--- src/rtl/segment_decoder_hexa.sv ---
// -----------------------------------------------------------------------------
// segment_decoder_hexa
//
// Purpose:
//   Watches an active-low seven-segment pattern and accepts it once it has been
//   sampled unchanged STABLE_CYCLES times in a row. Each accepted pattern is
//   decoded into a hex digit and offered to a consumer through a one-entry
//   valid/ready output register. The all-off pattern (blank) is accepted
//   silently. Any other pattern that is not a hex glyph is offered with oErr
//   set and oData = 0.
//
// Ports:
//   iClk      in   1  clock; all state updates on the rising edge
//   iRst_n    in   1  synchronous active-low reset
//   iSeg      in   7  segment pattern, active-low, [6:0] = g f e d c b a
//   iReady    in   1  consumer ready (only looked at while a result is pending)
//   oValid    out  1  decoded result pending
//   oData     out  4  decoded hex digit
//   oErr      out  1  pending result is not a legal glyph (qualifies oValid)
//   oOverrun  out  1  sticky: a pattern was accepted while a result was pending
//                     and could not be handed over; cleared only by reset
// -----------------------------------------------------------------------------
module segment_decoder_hexa #(
    parameter int STABLE_CYCLES = 4
) (
    input  logic       iClk,
    input  logic       iRst_n,
    input  logic [6:0] iSeg,
    input  logic       iReady,
    output logic       oValid,
    output logic [3:0] oData,
    output logic       oErr,
    output logic       oOverrun
);

    localparam logic [3:0] RUN_MAX = 4'(STABLE_CYCLES);
    localparam logic [6:0] BLANK   = 7'b1111111;

    // Glyph table, digit 0 in the least significant 7 bits.
    localparam logic [16*7-1:0] GLYPHS = {
        7'b0001110,  // F
        7'b0000110,  // E
        7'b0100001,  // D
        7'b1000110,  // C
        7'b0000011,  // B
        7'b0001000,  // A
        7'b0011000,  // 9
        7'b0000000,  // 8
        7'b1111000,  // 7
        7'b0000010,  // 6
        7'b0010010,  // 5
        7'b0011001,  // 4
        7'b0110000,  // 3
        7'b0100100,  // 2
        7'b1111001,  // 1
        7'b1000000   // 0
    };

    typedef enum logic {
        S_EMPTY = 1'b0,
        S_FULL  = 1'b1
    } state_t;

    state_t     state_reg, state_next;
    logic [6:0] last_reg;
    logic [3:0] run_reg, run_next;
    logic [3:0] data_reg, data_next;
    logic       err_reg, err_next;
    logic       overrun_reg, overrun_next;

    logic [15:0] match;
    logic [3:0]  dec_data;
    logic        dec_err;
    logic        accept;
    logic        load;

    // ------------------------------------------------------------------
    // Glyph decode of the current input (only used on acceptance, when the
    // input equals the last sample anyway).
    // ------------------------------------------------------------------
    generate
        for (genvar gi = 0; gi < 16; gi++) begin : g_match
            assign match[gi] = (iSeg == GLYPHS[gi*7 +: 7]);
        end
    endgenerate

    always_comb begin
        dec_data = 4'h0;
        dec_err  = ~(|match);
        for (int i = 0; i < 16; i++) begin
            if (match[i]) begin
                dec_data = 4'(i);
            end
        end
    end

    // ------------------------------------------------------------------
    // Stability run counter. It saturates at RUN_MAX, so acceptance fires
    // only on the step into RUN_MAX; a held pattern is not re-accepted until
    // a change restarts the run at 1.
    // ------------------------------------------------------------------
    always_comb begin
        run_next = run_reg;
        if (iSeg != last_reg) begin
            run_next = 4'd1;
        end else if (run_reg != RUN_MAX) begin
            run_next = run_reg + 4'd1;
        end
    end

    assign accept = (run_next == RUN_MAX) && (run_reg != RUN_MAX);
    assign load   = accept && (iSeg != BLANK);

    // ------------------------------------------------------------------
    // State register (plus sampling and datapath registers)
    // ------------------------------------------------------------------
    always_ff @(posedge iClk) begin
        if (!iRst_n) begin
            state_reg   <= S_EMPTY;
            last_reg    <= BLANK;
            run_reg     <= RUN_MAX;
            data_reg    <= 4'h0;
            err_reg     <= 1'b0;
            overrun_reg <= 1'b0;
        end else begin
            state_reg   <= state_next;
            last_reg    <= iSeg;
            run_reg     <= run_next;
            data_reg    <= data_next;
            err_reg     <= err_next;
            overrun_reg <= overrun_next;
        end
    end

    // ------------------------------------------------------------------
    // Next-state logic
    // ------------------------------------------------------------------
    always_comb begin
        state_next   = state_reg;
        data_next    = data_reg;
        err_next     = err_reg;
        overrun_next = overrun_reg;
        case (state_reg)
            S_EMPTY: begin
                if (load) begin
                    state_next = S_FULL;
                    data_next  = dec_data;
                    err_next   = dec_err;
                end
            end
            S_FULL: begin
                if (iReady) begin
                    // Pending result is handed over this cycle; a result
                    // accepted in the same cycle takes its place.
                    if (load) begin
                        data_next = dec_data;
                        err_next  = dec_err;
                    end else begin
                        state_next = S_EMPTY;
                    end
                end else if (load) begin
                    // No room: the new pattern is dropped and flagged.
                    overrun_next = 1'b1;
                end
            end
            default: begin
                state_next = S_EMPTY;
            end
        endcase
    end

    // ------------------------------------------------------------------
    // Output logic: straight from registers, no path from iSeg/iReady.
    // ------------------------------------------------------------------
    always_comb begin
        oValid   = (state_reg == S_FULL);
        oData    = data_reg;
        oErr     = err_reg;
        oOverrun = overrun_reg;
    end

endmodule

--- config.mk ---
export PLATFORM = sky130hd
export DESIGN_NAME = segment_decoder_hexa
export DESIGN_NICKNAME = d
export VERILOG_FILES = /design/src/rtl/segment_decoder_hexa.sv
export SDC_FILE = /design/constraint.sdc
export NUM_CORES = 1
export LEC_CHECK = 0
export ABC_AREA = 1
export CAP_MARGIN = 20
export CORE_UTILIZATION = 52
export CTS_CLUSTER_SIZE = 40
export DETAILED_ROUTE_END_ITERATION = 8
export PLACE_DENSITY_LB_ADDON = 0.05
export REMOVE_ABC_BUFFERS = 1
export SETUP_SLACK_MARGIN = 0.2
export SYNTH_ARGS = -nofsm -noshare
export SYNTH_HDL_FRONTEND = slang
export SYNTH_SLANG_ARGS = --single-unit
--- constraint.sdc ---
create_clock -name iClk -period 1.9 [get_ports iClk]
set_input_delay 0.38 -clock iClk [delete_from_list [all_inputs] [get_ports iClk]]
set_output_delay 0.38 -clock iClk [all_outputs]
set_load 0.01 [all_outputs]
==> out/metrics.cfg <==
[layout]
multiInputGateArea_um2=668.1
nFillCells=139
antenna-diode-count=0
nets=240
drive_gt1_share_pct=30.53
final_common_cell=nand2_1
largest_register_ffs=7
area_delta_synth_final_pct=45.15
stdcell_count=253
regArea_um2=364.1
mostFrequentLayoutCells=42 x nand2_1, 31 x nor2_1, 31 x buf_4

[yosys]
ys_types=25
yosysSeqAreaShare_pct=32.84
synthTopCellsByArea=dfxtp_1 33%, nand2_1 16%, nor2_1 12%
synthCells=177
synthXorXnorAreaFrac_pct=1.596
syn-cell-area_um2=1097
synth_compound_area_share_pct=5.929
synthAdderAreaFrac_pct=2.281
synth_top_area_share_pct=32.84
synth_seq_cells=18
muxShareOfSynthArea_pct=0
synth_top_family_by_area=simple AND/OR/NAND/NOR gates
yosys_warnings=0
synth_top_area_cell=dfxtp_1
yosys.area_share.simple_pct=46.07
syn_area_per_cell_um2=6.199

[cts]
cts_num_sinks=18
clock_latency_ns=0.29
h-tree-depth=1
clk_path_buf_depth=2
cts_hold_buf=0
clk_pin_slew_worst_paths_ns=0.09
cts_tree=done
numCtsBuffers=3
cts-root-buf=clkbuf_4

[die]
die_area_um2=2298
fp.dieW_um=47.94
rows=16
initial_core_util_pct=55.37
core_um2=1982
ios=17
die_h_um=47.94

[setup_path]
cp_data_required_time_ns=2.10
critPathLaunchType=flip-flop
worst-path-max-fanout=4
arrival_ns=1.94
critical-path-slowest-cell=dfxtp_2
cp_num_buf_inv=3
path_delay_family=simple AND/OR/NAND/NOR gates
path_class=flip-flop to flip-flop
slowest_delay_ns=0.33
worstPathCellList=buf_4, ha_4, nand2_2, nand2_2, nor2_2, nand3_2, nor3_4, buf_4, inv_2, nor3_2, nor2_1
rrSetupSlack_ns=0.16
worst_setup_path_end_kind=flip-flop

[timing]
maxClockFrequency_mhz=573.7
min_period_ns=1.743
setup_viol=0
max-slew-margin-rel_pct=79.76
finalHoldViolCount=0
fin_crit_sh_pct=91.74
skew_ns=0.001108
tightest_slew_ns=0.3025
slew_viol_final=0
rsz0062_at_grt=true

[pwr]
p_per_area_nw_per_um2=458.6
p_leak_nw=0.7888
power_mw=0.7304
peakVddDrop_uv=434.0

[route]
vias=1257
first_pass_iters=4
routed_via_density=4.968
wire_per_inst_um=11.44
drt_iter0_drc=49
ant_nets=0
wirelength_um=2895
drcViolationCount=0

[grt]
grt_pass1_wl_um=4140
grtUsageTotal_pct=26.06
grt_max_degree=10
grt_overflow=0
grt_pass1_vias=1104
antenna_found_initial=0

[placement]
place.gp.congestion=0.9984
post-dp-hpwl_um=2193
placement.io_buffers=16
placed_cells=241

[min_path]
worstHoldPathType=flip-flop to flip-flop

[outcome]
outcome=complete, no violations

[run]
maxCapViolCount=0

[logic make-up (layout without fill, tap and decap cells)]
group / after synthesis / in the layout
adder cells (fa/ha/maj): 2 / 2
AND/OR/NAND/NOR: 112 / 112
AO/OA/AOI/OAI: 12 / 12
buffers and inverters: 31 / 80
flip-flops: 18 / 18
XOR/XNOR: 2 / 2
[worst register-to-register path: cells and delay by family (launching register included)]
kind | cells | cell delay, ns
fa+ha+maj | 1 | 0.16
buf+inv | 3 | 0.34
flops | 1 | 0.33
simple gates | 7 | 0.83
[layer usage]
metal / vias to the layer above / global-route usage, % / wire length [um]
met5: - / 0 / 0
met4: 0 / 13.89 / 73
met3: 11 / 5.283 / 143
met2: 35 / 46.49 / 1418
met1: 563 / 28.73 / 1261
li1: 648 / - / -
[stage by stage]
stage	setup TNS, ns	hold WS (ns)	cell area (um2)	utilization [%]	worst slack (ns)
3_3_place_gp	-0.9567	0.4545	1449	73.11	-0.1923
4_1_cts	0	0.4754	1530	77.21	0.2021
5_1_grt	0	0.5224	1593	80.37	0.06451
6_report	0	0.4767	1593	80.37	0.1569
3_5_place_dp	-1.233	0.4630	1449	73.11	-0.2131
2_1_floorplan	0	0.4487	1082	-	0.3040
[cell type report]
| class | instances | area share (%) |
|---|---|---|
| inverter | 29 | 6.834 |
| tap | 27 | 2.121 |
| sequential | 18 | 22.86 |
| multi-input combinational | 128 | 41.95 |
| clock buffer | 3 | 1.414 |
| timing repair buffer | 48 | 24.82 |
[final timing paths]
path	startpoint	endpoint	cells after the start
max	run_reg[1]$_SDFF_PN0_	oData[1]$_SDFFE_PN0P_	11
min	oErr$_SDFFE_PN0P_	oErr$_SDFFE_PN0P_	2
min reg2reg	oErr$_SDFFE_PN0P_	oErr$_SDFFE_PN0P_	2
max reg2reg	run_reg[1]$_SDFF_PN0_	oData[1]$_SDFFE_PN0P_	11
[power breakdown]
group / internal, mW / total [mW] / switching, mW / leakage, nW
clock network: 0.0739 / 0.186 / 0.112 / 0.0138
registers: 0.388 / 0.395 / 0.00718 / 0.148
logic: 0.0692 / 0.149 / 0.0799 / 0.627
[cell usage after synthesis]
| cell type | number |
|---|---|
| xnor2_1 | 1 |
| nor4_1 | 1 |
| inv_1 | 23 |
| inv_2 | 6 |
| xor2_1 | 1 |
| dfxtp_1 | 18 |
| buf_6 | 1 |
| nand4_1 | 4 |
| nor2_1 | 34 |
| nand3b_1 | 1 |
| a21oi_1 | 3 |
| nand3_2 | 2 |
| nand3_1 | 12 |
| nor3_1 | 4 |
| clkbuf_1 | 1 |
| nor3_4 | 1 |
| ha_1 | 2 |
| nor2_2 | 1 |
| nand2_1 | 47 |
| or2_2 | 3 |
| o2111ai_1 | 1 |
| o21ai_0 | 7 |
| nor3_2 | 1 |
| nor2_4 | 1 |
| o22ai_1 | 1 |
[what timing repair did]
action	in CTS	in global routing
gates resized for setup	15	15
pin swaps	7	14
endpoints found under the setup margin	5	7
setup buffers	6	3
gates cloned	0	0
Power figures use the tool's default switching activity.
